$ cat src/rtl/wide_add_pkg.sv
// wide_add_pkg: shared state encoding and sizing helpers for the wide add sequencer
package wide_add_pkg;
   typedef enum logic [1:0] {IDLE = 2'd0, RUN = 2'd1, DONE = 2'd2} state_t;
   function automatic int idx_w(input int chunks);
      return (chunks > 2) ? $clog2(chunks) : 1;
   endfunction
endpackage

$ cat src/rtl/chunk_adder.sv
// chunk_adder: combinational WIDTH-bit slice with carry in and carry out
module chunk_adder #(
   parameter int WIDTH = 8
) (
   input  logic [WIDTH-1:0] x,
   input  logic [WIDTH-1:0] y,
   input  logic             ci,
   output logic [WIDTH-1:0] s,
   output logic             co
);
   assign {co, s} = {1'b0, x} + {1'b0, y} + {{WIDTH{1'b0}}, ci};
endmodule

$ cat src/rtl/wide_add_seq.sv
// wide_add_seq: WIDTH*CHUNKS-bit add/subtract, one slice per cycle, LSB chunk first
module wide_add_seq
   import wide_add_pkg::*;
#(
   parameter int WIDTH  = 8,
   parameter int CHUNKS = 4
) (
   input  logic                      clk,
   input  logic                      rst,
   input  logic                      in_valid,
   output logic                      in_ready,
   input  logic [WIDTH*CHUNKS-1:0]   a,
   input  logic [WIDTH*CHUNKS-1:0]   b,
   input  logic                      cin,
   input  logic                      sub,
   output logic                      out_valid,
   input  logic                      out_ready,
   output logic [WIDTH*CHUNKS-1:0]   result,
   output logic                      cout,
   output logic                      ovf
);
   localparam int N  = WIDTH * CHUNKS;
   localparam int IW = idx_w(CHUNKS);
   state_t          state;
   logic [N-1:0]    ar, br;
   logic            carry;
   logic [IW-1:0]   idx;
   logic [WIDTH-1:0] s;
   logic            co;
   logic            last;
   chunk_adder #(.WIDTH(WIDTH)) u_slice (
      .x (ar[WIDTH-1:0]),
      .y (br[WIDTH-1:0]),
      .ci(carry),
      .s (s),
      .co(co)
   );
   assign in_ready  = (state == IDLE);
   assign out_valid = (state == DONE);
   assign last      = (idx == IW'(CHUNKS - 1));
   // sequencer: latch operands, run one slice per cycle, hold result until consumed
   always_ff @(posedge clk) begin
      if (rst) begin
         state  <= IDLE;
         ar     <= '0;
         br     <= '0;
         carry  <= 1'b0;
         idx    <= '0;
         result <= '0;
         cout   <= 1'b0;
         ovf    <= 1'b0;
      end else begin
         case (state)
            IDLE: if (in_valid) begin
               ar    <= a;
               br    <= sub ? ~b : b;
               carry <= sub | cin;
               idx   <= '0;
               state <= RUN;
            end
            RUN: begin
               for (int i = 0; i < CHUNKS; i++)
                  if (idx == IW'(i)) result[i*WIDTH +: WIDTH] <= s;
               carry <= co;
               ar    <= ar >> WIDTH;
               br    <= br >> WIDTH;
               idx   <= idx + IW'(1);
               if (last) begin
                  cout  <= co;
                  ovf   <= (ar[WIDTH-1] == br[WIDTH-1]) & (s[WIDTH-1] != ar[WIDTH-1]);
                  state <= DONE;
               end
            end
            DONE: if (out_ready) state <= IDLE;
            default: state <= IDLE;
         endcase
      end
   end
endmodule

$ cat config.mk
export PLATFORM = sky130hd
export DESIGN_NAME = wide_add_seq
export DESIGN_NICKNAME = d
export VERILOG_FILES = /design/src/rtl/wide_add_pkg.sv /design/src/rtl/chunk_adder.sv /design/src/rtl/wide_add_seq.sv
export SDC_FILE = /design/constraint.sdc
export NUM_CORES = 1
export LEC_CHECK = 0
export BUFFER_PORTS_ARGS = -buffer_cell sky130_fd_sc_hd__buf_4
export CAP_MARGIN = 10
export CORE_UTILIZATION = 35
export CTS_CLUSTER_DIAMETER = 150
export DETAILED_ROUTE_END_ITERATION = 6
export GPL_ROUTABILITY_DRIVEN = 0
export PLACE_DENSITY_LB_ADDON = 0.1
export SETUP_SLACK_MARGIN = 0.4
export SYNTH_ARGS = -nofsm -noshare
export SYNTH_HDL_FRONTEND = slang
export SYNTH_SLANG_ARGS = --single-unit
$ cat constraint.sdc
create_clock -name clk -period 2.6 [get_ports clk]
set_input_delay 0.52 -clock clk [delete_from_list [all_inputs] [get_ports clk]]
set_output_delay 0.52 -clock clk [all_outputs]
set_load 0.03 [all_outputs]
==> reports/results.ini <==
[global_route]
grt_pass1_vias = 4114
grt.total_usage_pct = 18.2
antenna_found_initial = 0
overflow = 0
grt_max_degree = 66
grt_pass1_wl_um = 21100

[synthesis]
syn_nets = 693
async_flop_share_pct = 0
synthCells = 610
synth-main-ff-cell = dfxtp_1
synth_top_cell_area_share_pct = 40.5
synth_most_common_cell = nor2_1
synth-seq-area-share_pct = 40.5
ys_top_cells_by_count = nor2_1, dfxtp_1, a21oi_1
yosysWarnings = 0
yosysUniqueCellTypes = 46
synth_area_per_cell_um2 = 8.35
synth_edf_count = 0
synth.largest_area_cell = dfxtp_1
synthesis.area_um2 = 5090
ys_ff_latch = 103
synth_area_leaders = dfxtp_1, nor2_1, a21oi_1

[routing]
drt-vias-per-instance = 5.15
met3_length_um = 572
drtAntennaViolNets = 0
drt_iter0_markers = 291
met2_length_um = 6140
drcViolationCount = 0
wirelength_um = 13200
top_layer = met4
wl_met1_um = 6330
vias = 4506
firstDrtPassIters = 5
routedWlPerCell_um = 15.0

[clock_tree]
cts_tree = built
htreeDepth = 3
numCtsBuffers = 9
cts_max_path_buffers = 2
clock_sinks = 103
clk_latency_ns = 0.36
cts_root_buf = clkbuf_16
clkTransAtPathRegs_ns = 0.07

[power]
switchingPower_mw = 1.12
p_int_mw = 2.73
netSwitchingFraction_pct = 29.1
p_leak_nw = 2.58
seqPwrFrac_pct = 45.8
p_clk_share_pct = 34.1
vdd_ir_drop_max_uv = 399
share_comb_of_total_power_pct = 20.2
power_density_nw_per_um2 = 612

[run_status]
status = finished clean

[worst_setup_path]
critPathKind = flop to flop
cp.arrival_ns = 2.35
r2r_end = result[30]
rrSetupSlack_ns = 0.53
crit_fanout = 5
rr_worst_depth = 7
cp.required_ns = 2.89
start_kind = flop
r2r-start = ar[0]
cp-end-kind = flop

[sta]
fmax_ghz = 0.484
finalHoldViolations = 0
rsz0062_at_grt = false
whs_ns = 0.400
slew_headroom_pct = 66.4
fin_tns_setup_ns = 0
fin_crit_sh_pct = 79.5
fin_ws_ns = 0.533
setup_viol = 0
fin_skew_ns = 0.0122
worst_pin_slew_ns = 0.504
period_needed_ns = 2.07
drv_slew = 0

[final_layout]
insertedDiodeCount = 0
area_growth_pct = 23.3
fill_cells = 1426
drive_gt1_share_pct = 23.6
nNetsFinal = 773
finish.utilization_pct = 44.7
design_area_um2 = 6280

[place]
io_buffers = 105
place_ws_ns = 0.228
place_area_um2 = 5960
hpwl_um = 9190

[hold_path]
worstHoldEndpoint = ar[28]
hold_path_depth = 3
hold_path_class = input port to flop
hp-start = a[28]

[floorplanning]
die_height_um = 123
ios = 106
core-area_um2 = 14000
initial_core_util_pct = 36.3
row_count = 43
die_area_um2 = 15000
fp.dieW_um = 123

[run]
maxCapViolations = 0

==> worst max-delay path, stage by stage, from the launching register on <==
cell	delay, ns
dfxtp_1	0.35
fa_2	0.44
fa_2	0.41
a211oi_4	0.25
or2_4	0.19
a311oi_2	0.09
buf_4	0.17
o21ai_1	0.12
==> sequential cells by signal, indices dropped and copies added, names as in the netlist <==
name,flops
idx,2
ar,32
result,32
br,32
state,2
carry,1
cout,1
ovf,1
==> routing by layer <==
layer	GRT usage, %	vias to the layer above
li1	-	2294
met1	24.5	2101
met2	28.1	103
met3	5.53	8
met4	4.73	0
met5	0	-
==> cells in the final DEF (no fill, tap or decap), types with 11 or more instances in the layout <==
master,synthesis,layout
nor2_1,104,103
nand3b_1,13,13
dfxtp_1,103,103
nor2b_1,18,18
a22oi_1,17,17
o211ai_1,17,17
o21ai_0,12,12
nand2_1,59,59
buf_4,5,118
a21oi_1,65,65
inv_1,12,12
xnor2_1,17,17
xor2_1,18,18
ha_1,11,11
==> power groups by stage <==
stage	registers (mW)	clock network (mW)	logic, mW
after detailed placement	1.80	0	0.760
after CTS	1.76	1.35	0.774
after global placement	1.79	0	0.753
after global routing	1.77	1.40	0.859
final	1.76	1.31	0.775
after floorplan	1.80	0	0.504
==> worst max path at each step <==
stage,from,endpoint
floorplan,ar[0],result[14]
global placement,ar[0],result[14]
detailed placement,ar[0],result[14]
CTS,ar[0],result[14]
global route,ar[0],carry
finish,ar[0],result[30]
==> repair_timing <==
item,in CTS,in global routing
setup endpoints to repair,4,6
pin swaps,2,0
resized for setup,1,2
buffers inserted,2,0
hold buffers,0,0
==> area by class of cell <==
| type | instances | area, µm² | share of cell area [%] |
|---|---|---|---|
| clock buffer | 11 | 253 | 4.03 |
| multi-input combinational | 445 | 2750 | 43.9 |
| sequential | 103 | 2060 | 32.8 |
| inverter | 12 | 45.0 | 0.718 |
| clock inverter | 5 | 32.5 | 0.518 |
| tap | 180 | 225 | 3.59 |
| timing repair buffer | 119 | 906 | 14.4 |
==> logic make-up after synthesis <==
| family | share of synthesized area, % |
|---|---|
| flip-flops | 40.5 |
| AND/OR/NAND/NOR | 21.0 |
| adder cells (fa/ha/maj) | 3.49 |
| XOR/XNOR | 6.02 |
| AO/OA/AOI/OAI | 23.2 |
| buffers and inverters | 5.80 |
==> metrics by stage <==
stage,total power [mW],cells
detailed placement,2.56,857
global route,4.03,875
floorplan,2.31,610
CTS,3.88,875
global placement,2.55,857
finish,3.84,875
Note: power is estimated with default switching activity, not from simulation.
